## config.mk

```make
export PLATFORM = sky130hd
export DESIGN_NAME = id_ex_stage_flat
export DESIGN_NICKNAME = d
export VERILOG_FILES = /design/src/rtl/id_ex_stage_if.sv /design/src/rtl/id_ex_stage.sv /design/src/flat_wrapper.sv
export SDC_FILE = /design/constraint.sdc
export NUM_CORES = 1
export LEC_CHECK = 0
export CORE_MARGIN = 2
export CORE_UTILIZATION = 43
export DETAILED_ROUTE_END_ITERATION = 8
export DONT_BUFFER_PORTS = 1
export PLACE_DENSITY = 0.68
export SYNTH_ARGS = -nofsm -noshare
export SYNTH_HDL_FRONTEND = slang
export SYNTH_SLANG_ARGS = --single-unit
```

## constraint.sdc

```tcl
create_clock -name clk_i -period 1.75 [get_ports clk_i]
set_clock_uncertainty 0.2 [all_clocks]
set_input_delay 0.175 -clock clk_i [delete_from_list [all_inputs] [get_ports clk_i]]
set_output_delay 0.175 -clock clk_i [all_outputs]
set_load 0.005 [all_outputs]
```

## src/rtl/id_ex_stage_if.sv

```systemverilog
// ID/EX boundary bundle: decoded-instruction inputs from ID, registered
// controls and operands towards EX, and the combinational front-end stall.
// master = ID/front-end side, slave = the id_ex_stage register itself.
interface id_ex_stage_if;
    logic        flush;
    logic        idValid;
    logic [5:0]  idOpcode;
    logic [5:0]  idFunct;
    logic [4:0]  idRs;
    logic [4:0]  idRt;
    logic [4:0]  idRd;
    logic [31:0] idReadData1;
    logic [31:0] idReadData2;
    logic [15:0] idImm16;

    logic        stallOut;
    logic        exValid;
    logic [3:0]  aluOperation;
    logic [31:0] readData1;
    logic [31:0] mux2Out;
    logic [31:0] exWriteData;
    logic [4:0]  exDestReg;
    logic        exRegWrite;
    logic        exMemRead;
    logic        exMemWrite;

    modport master (
        output flush, idValid, idOpcode, idFunct, idRs, idRt, idRd,
               idReadData1, idReadData2, idImm16,
        input  stallOut, exValid, aluOperation, readData1, mux2Out,
               exWriteData, exDestReg, exRegWrite, exMemRead, exMemWrite
    );

    modport slave (
        input  flush, idValid, idOpcode, idFunct, idRs, idRt, idRd,
               idReadData1, idReadData2, idImm16,
        output stallOut, exValid, aluOperation, readData1, mux2Out,
               exWriteData, exDestReg, exRegWrite, exMemRead, exMemWrite
    );
endinterface

```

## src/rtl/id_ex_stage.sv

```systemverilog
// ID/EX pipeline register for the 32-bit MIPS datapath.
// Decodes the ID instruction into ALU opcode, operand B and memory/write-back
// controls, registers them for EX, and squashes taken-branch flushes.
// Optional feature macro: HAZARD_DETECT_EN enables load-use detection
// (stallOut plus bubble insertion); without it stallOut is tied low and
// software has to schedule load-delay slots.
module id_ex_stage (
    input logic         clk_i,
    input logic         reset_i,
    id_ex_stage_if.slave bus
);
    localparam logic [5:0] OP_RTYPE = 6'b000000;
    localparam logic [5:0] OP_LW    = 6'b100011;
    localparam logic [5:0] OP_SW    = 6'b101011;
    localparam logic [5:0] OP_ADDI  = 6'b001000;
    localparam logic [5:0] OP_BEQ   = 6'b000100;
    localparam logic [5:0] FN_ADD   = 6'b100000;
    localparam logic [5:0] FN_SUB   = 6'b100010;
    localparam logic [3:0] ALU_ADD  = 4'b0010;
    localparam logic [3:0] ALU_SUB  = 4'b0110;

    logic [3:0]  dec_alu;
    logic        dec_use_imm;
    logic [4:0]  dec_dest;
    logic        dec_reg_write;
    logic        dec_mem_read;
    logic        dec_mem_write;
    logic        dec_uses_rt;
    logic [31:0] sext_imm;
    logic [31:0] dec_operand_b;

    logic        hazard;
    logic        bubble;

    logic        ex_valid_q,     ex_valid_d;
    logic [3:0]  alu_op_q,       alu_op_d;
    logic [31:0] read_data1_q,   read_data1_d;
    logic [31:0] mux2_out_q,     mux2_out_d;
    logic [31:0] write_data_q,   write_data_d;
    logic [4:0]  dest_reg_q,     dest_reg_d;
    logic        reg_write_q,    reg_write_d;
    logic        mem_read_q,     mem_read_d;
    logic        mem_write_q,    mem_write_d;

    assign sext_imm      = {{16{bus.idImm16[15]}}, bus.idImm16};
    assign dec_operand_b = dec_use_imm ? sext_imm : bus.idReadData2;

    // Instruction decode; anything unrecognised falls through as a nop.
    // Non-writing instructions carry dest 0 so the EX register stays clean.
    always_comb begin
        dec_alu       = ALU_ADD;
        dec_use_imm   = 1'b0;
        dec_dest      = 5'd0;
        dec_reg_write = 1'b0;
        dec_mem_read  = 1'b0;
        dec_mem_write = 1'b0;
        dec_uses_rt   = 1'b0;
        case (bus.idOpcode)
            OP_RTYPE: begin
                dec_uses_rt = 1'b1;
                if (bus.idFunct == FN_ADD) begin
                    dec_dest      = bus.idRd;
                    dec_reg_write = 1'b1;
                end else if (bus.idFunct == FN_SUB) begin
                    dec_alu       = ALU_SUB;
                    dec_dest      = bus.idRd;
                    dec_reg_write = 1'b1;
                end
            end
            OP_LW: begin
                dec_use_imm   = 1'b1;
                dec_dest      = bus.idRt;
                dec_reg_write = 1'b1;
                dec_mem_read  = 1'b1;
            end
            OP_SW: begin
                dec_use_imm   = 1'b1;
                dec_mem_write = 1'b1;
                dec_uses_rt   = 1'b1;
            end
            OP_ADDI: begin
                dec_use_imm   = 1'b1;
                dec_dest      = bus.idRt;
                dec_reg_write = 1'b1;
            end
            OP_BEQ: begin
                dec_alu     = ALU_SUB;
                dec_uses_rt = 1'b1;
            end
            default: ;
        endcase
    end

`ifdef HAZARD_DETECT_EN
    // A load in EX whose destination feeds this instruction's source(s).
    assign hazard = ex_valid_q & mem_read_q & (dest_reg_q != 5'd0) & bus.idValid &
                    ((dest_reg_q == bus.idRs) |
                     (dec_uses_rt & (dest_reg_q == bus.idRt)));
`else
    logic unused_hazard_inputs;
    assign hazard               = 1'b0;
    assign unused_hazard_inputs = ^{bus.idRs, dec_uses_rt};
`endif

    // A flush already squashes the consumer, so it also releases the stall.
    assign bubble       = ~bus.idValid | hazard | bus.flush;
    assign bus.stallOut = hazard & ~bus.flush;

    // Next EX contents: bubble or the freshly decoded instruction.
    always_comb begin
        ex_valid_d   = 1'b0;
        alu_op_d     = ALU_ADD;
        read_data1_d = 32'd0;
        mux2_out_d   = 32'd0;
        write_data_d = 32'd0;
        dest_reg_d   = 5'd0;
        reg_write_d  = 1'b0;
        mem_read_d   = 1'b0;
        mem_write_d  = 1'b0;
        if (!bubble) begin
            ex_valid_d   = 1'b1;
            alu_op_d     = dec_alu;
            read_data1_d = bus.idReadData1;
            mux2_out_d   = dec_operand_b;
            write_data_d = bus.idReadData2;
            dest_reg_d   = dec_dest;
            reg_write_d  = dec_reg_write & (dec_dest != 5'd0);
            mem_read_d   = dec_mem_read;
            mem_write_d  = dec_mem_write;
        end
    end

    // EX register bank with synchronous reset to an empty slot.
    always_ff @(posedge clk_i) begin
        if (reset_i) begin
            ex_valid_q   <= 1'b0;
            alu_op_q     <= ALU_ADD;
            read_data1_q <= 32'd0;
            mux2_out_q   <= 32'd0;
            write_data_q <= 32'd0;
            dest_reg_q   <= 5'd0;
            reg_write_q  <= 1'b0;
            mem_read_q   <= 1'b0;
            mem_write_q  <= 1'b0;
        end else begin
            ex_valid_q   <= ex_valid_d;
            alu_op_q     <= alu_op_d;
            read_data1_q <= read_data1_d;
            mux2_out_q   <= mux2_out_d;
            write_data_q <= write_data_d;
            dest_reg_q   <= dest_reg_d;
            reg_write_q  <= reg_write_d;
            mem_read_q   <= mem_read_d;
            mem_write_q  <= mem_write_d;
        end
    end

    assign bus.exValid      = ex_valid_q;
    assign bus.aluOperation = alu_op_q;
    assign bus.readData1    = read_data1_q;
    assign bus.mux2Out      = mux2_out_q;
    assign bus.exWriteData  = write_data_q;
    assign bus.exDestReg    = dest_reg_q;
    assign bus.exRegWrite   = reg_write_q;
    assign bus.exMemRead    = mem_read_q;
    assign bus.exMemWrite   = mem_write_q;
endmodule
```

## src/flat_wrapper.sv

```systemverilog
// flat-port wrapper written by rule: the top's interface ports become plain ports
module id_ex_stage_flat 
  (clk_i, reset_i, bus_flush, bus_idValid, bus_idOpcode, bus_idFunct, bus_idRs, bus_idRt, bus_idRd, bus_idReadData1, bus_idReadData2, bus_idImm16, bus_stallOut, bus_exValid, bus_aluOperation, bus_readData1, bus_mux2Out, bus_exWriteData, bus_exDestReg, bus_exRegWrite, bus_exMemRead, bus_exMemWrite);
  id_ex_stage_if bus_i ();
  input logic clk_i;
  input logic reset_i;
  input wire logic [$bits(bus_i.flush)-1:0] bus_flush;
  input wire logic [$bits(bus_i.idValid)-1:0] bus_idValid;
  input wire logic [$bits(bus_i.idOpcode)-1:0] bus_idOpcode;
  input wire logic [$bits(bus_i.idFunct)-1:0] bus_idFunct;
  input wire logic [$bits(bus_i.idRs)-1:0] bus_idRs;
  input wire logic [$bits(bus_i.idRt)-1:0] bus_idRt;
  input wire logic [$bits(bus_i.idRd)-1:0] bus_idRd;
  input wire logic [$bits(bus_i.idReadData1)-1:0] bus_idReadData1;
  input wire logic [$bits(bus_i.idReadData2)-1:0] bus_idReadData2;
  input wire logic [$bits(bus_i.idImm16)-1:0] bus_idImm16;
  output wire logic [$bits(bus_i.stallOut)-1:0] bus_stallOut;
  output wire logic [$bits(bus_i.exValid)-1:0] bus_exValid;
  output wire logic [$bits(bus_i.aluOperation)-1:0] bus_aluOperation;
  output wire logic [$bits(bus_i.readData1)-1:0] bus_readData1;
  output wire logic [$bits(bus_i.mux2Out)-1:0] bus_mux2Out;
  output wire logic [$bits(bus_i.exWriteData)-1:0] bus_exWriteData;
  output wire logic [$bits(bus_i.exDestReg)-1:0] bus_exDestReg;
  output wire logic [$bits(bus_i.exRegWrite)-1:0] bus_exRegWrite;
  output wire logic [$bits(bus_i.exMemRead)-1:0] bus_exMemRead;
  output wire logic [$bits(bus_i.exMemWrite)-1:0] bus_exMemWrite;
  assign bus_i.flush = bus_flush;
  assign bus_i.idValid = bus_idValid;
  assign bus_i.idOpcode = bus_idOpcode;
  assign bus_i.idFunct = bus_idFunct;
  assign bus_i.idRs = bus_idRs;
  assign bus_i.idRt = bus_idRt;
  assign bus_i.idRd = bus_idRd;
  assign bus_i.idReadData1 = bus_idReadData1;
  assign bus_i.idReadData2 = bus_idReadData2;
  assign bus_i.idImm16 = bus_idImm16;
  assign bus_stallOut = bus_i.stallOut;
  assign bus_exValid = bus_i.exValid;
  assign bus_aluOperation = bus_i.aluOperation;
  assign bus_readData1 = bus_i.readData1;
  assign bus_mux2Out = bus_i.mux2Out;
  assign bus_exWriteData = bus_i.exWriteData;
  assign bus_exDestReg = bus_i.exDestReg;
  assign bus_exRegWrite = bus_i.exRegWrite;
  assign bus_exMemRead = bus_i.exMemRead;
  assign bus_exMemWrite = bus_i.exMemWrite;
  id_ex_stage u_core (.clk_i(clk_i), .reset_i(reset_i), .bus(bus_i));
endmodule
```

==> metrics.md <==
| Metric | Value |
|---|---|
| Fin nets | 517 |
| Finished Layout Cells | 509 |
| Synth cell types | 24 |
| CORE AREA | 7210 µm² |
| Final Max Tran Viols | 0 |
| Dpl hpwl | 4980 µm |
| CP arrival | 1.76 ns |
| Mapped cell area | 3190 µm² |
| Num CTS Buffers | 9 |
| Syn avg cell area | 10.4 µm² |
| Final setup fails | 0 |
| Tcrit/Tclk final | 95.7% |
| DRC viols | 0 |
| Ranking of synthesized cells by area | dfxtp_1, and2_1, nand2_1 |
| CTS clk-pin slew, worst paths | 0.10 ns |
| GRT Util Overall | 20.4% |
| Leak | 1.88 nW |
| WL per Instance | 16.4 µm |
| Outcome | finished clean |
| Num ports | 221 |
| Area Overhead vs Synth | 38.9% |
| Asr flop ratio synth | 0% |
| I/O Buffers | 0 |
| Maximum vdd drop | 0.000528 V |
| Yosys warns | 0 |
| Placed insts | 395 |
| Worst Setup SP | bus_idOpcode[2] |
| Diode count | 0 |
| Row count | 31 |
| Final hold vios | 0 |
| Die Wd | 90.2 µm |
| Seq cells post-synth | 106 |
| Most common flop cell mapped by yosys | dfxtp_1 |
| Initial antenna violation count | 0 |
| Seq/Total Area, Yosys | 66.5% |
| Syn Inst Count | 308 |
| Yosys top cell area share | 66.5% |
| Routed Wire Length | 8360 µm |
| CTS tree | built |
| MaxCap Viol Count | 0 |
| Global-route wire length before repair | 12900 µm |
| Routed vias | 2422 |
| CTS sink count | 106 |
| Sum of negative setup slack | 0 ns |
| Crit Path Category | in -> reg |
| Number of H-tree levels | 3 |
| Die height | 90.2 µm |
| Post-layout min period | 1.68 ns |
| Post-synth EDFFs | 0 |
| Share of cells above drive strength 1 | 6.34% |
| Synth area leader | dfxtp_1 |
| Pwr dens | 934 nW/µm² |
| Via density | 4.76 |
| Final ANT Viol Nets | 0 |
| Root Driver | clkbuf_8 |
| GRT overflow | 0 |
| First drt pass iteration count | 4 |
| Vias in the first global route | 2517 |
| Initial core utilization | 44.2% |
| Startpoint class of the critical path | primary input |
| Max Clock Freq | 597 MHz |
| RSZ-0062 raised after global routing | false |
| HP Class | in -> reg |
| Drt first-iter violations | 45 |
| Hold Path Origin | bus_idOpcode[4] |
| Routability cong. | 0.798 |
| Hold slack | 0.0138 ns |
| Crit path required time | 1.84 ns |
| CTS max path bufs | 2 |
| Die area | 8130 µm² |
| Pin count of the biggest net entering global routing | 44 |
| Critical-path maximum fanout | 4 |
| CP Capture Type | flop |
## Yosys cell counts (2+ instances only)
master and n:
dfxtp_1 106, nand2_1 65, and2_1 64, a21oi_1 16, nor2_1 12, clkbuf_1 9, buf_4 6, a22oi_1 5
buf_2 4, conb_1 2, inv_1 2, nand3_1 2, nor3_1 2, o21ai_0 2, or4_1 2
## report_power, final
| group | total, W | switching (W) | internal [W] | leakage (nW) |
|---|---|---|---|---|
| Combinational | 0.000298 | 0.000108 | 0.000190 | 0.934 |
| Sequential | 0.00251 | 0.0000355 | 0.00247 | 0.862 |
| Clock | 0.00133 | 0.000807 | 0.000527 | 0.0876 |
| Total | 0.00414 | 0.000951 | 0.00319 | 1.88 |
## stage by stage
stage	setup slack [ns]	total power, W	instance area [µm²]	utilization (%)
after floorplan	0.426	0.00265	3200	-
after detailed placement	0.276	0.00267	3260	45.2
after global placement	0.288	0.00267	3260	45.2
final	0.0745	0.00414	4430	61.5
after global routing	0.0543	0.00431	4430	61.5
after CTS	0.0359	0.00416	4430	61.4
## layer usage
metal	share of wire (%)	global-route usage, %
met1	35	20.6
met2	54	37.7
met3	7.3	5.87
met4	3.9	11.2
met5	0	0
## timing repair
action	CTS	global route
setup endpoints to repair	0	3
hold buffers	99	0
endpoints found under the hold margin	105	0
buffers inserted	0	0
gates resized for setup	0	2
## logic make-up after synthesis
| family | Yosys count | share of synthesized area, % |
|---|---|---|
| simple gates | 152 | 24.7 |
| flops | 106 | 66.5 |
| compound gates | 27 | 5.21 |
| buf+inv | 21 | 3.33 |
| other cells | 2 | 0.235 |
## worst paths after layout
path | cells after the start | slack, ns | to
worst max-delay path | 5 | 0.07 | u_core.bus.exMemWrite$_SDFF_PP0_
worst min-delay path | 4 | 0.01 | u_core.bus.mux2Out[14]$_SDFF_PP0_
## placed cells by master, fill, tap and decap left out, drive strengths merged, types with 2 or more instances in the layout
master / n
a21oi: 16
a22oi: 5
and2: 64
buf: 5
clkbuf: 9
clkinv: 3
conb: 4
dfxtp: 106
dlygate4sd3: 99
inv: 4
nand2: 65
nand3: 3
nor2: 12
nor3: 2
nor4b: 2
o21ai: 3
or4: 2
## cell type report
type	count	area [µm²]
clock inverters	6	50.0
flip-flops and latches	106	2120
well taps	99	124
fillers	587	2780
clock buffers	9	124
multi-input cells	183	978
repair buffers	104	1030
inverters	2	7.51
## registers in the layout, indices dropped and copies added, names as in the netlist
signal and count:
u_core.bus.aluOperation 1, u_core.bus.exDestReg 5, u_core.bus.exMemRead 1, u_core.bus.exMemWrite 1, u_core.bus.exRegWrite 1, u_core.bus.exValid 1, u_core.bus.exWriteData 32, u_core.bus.mux2Out 32
u_core.bus.readData1 32
## worst max-delay path, stage by stage
cell,delay (ns)
dlygate4sd3_1,0.59
nor2_2,0.21
nand3_1,0.12
dlygate4sd3_1,0.57
nor2_1,0.10
Power figures use the tool's default switching activity.
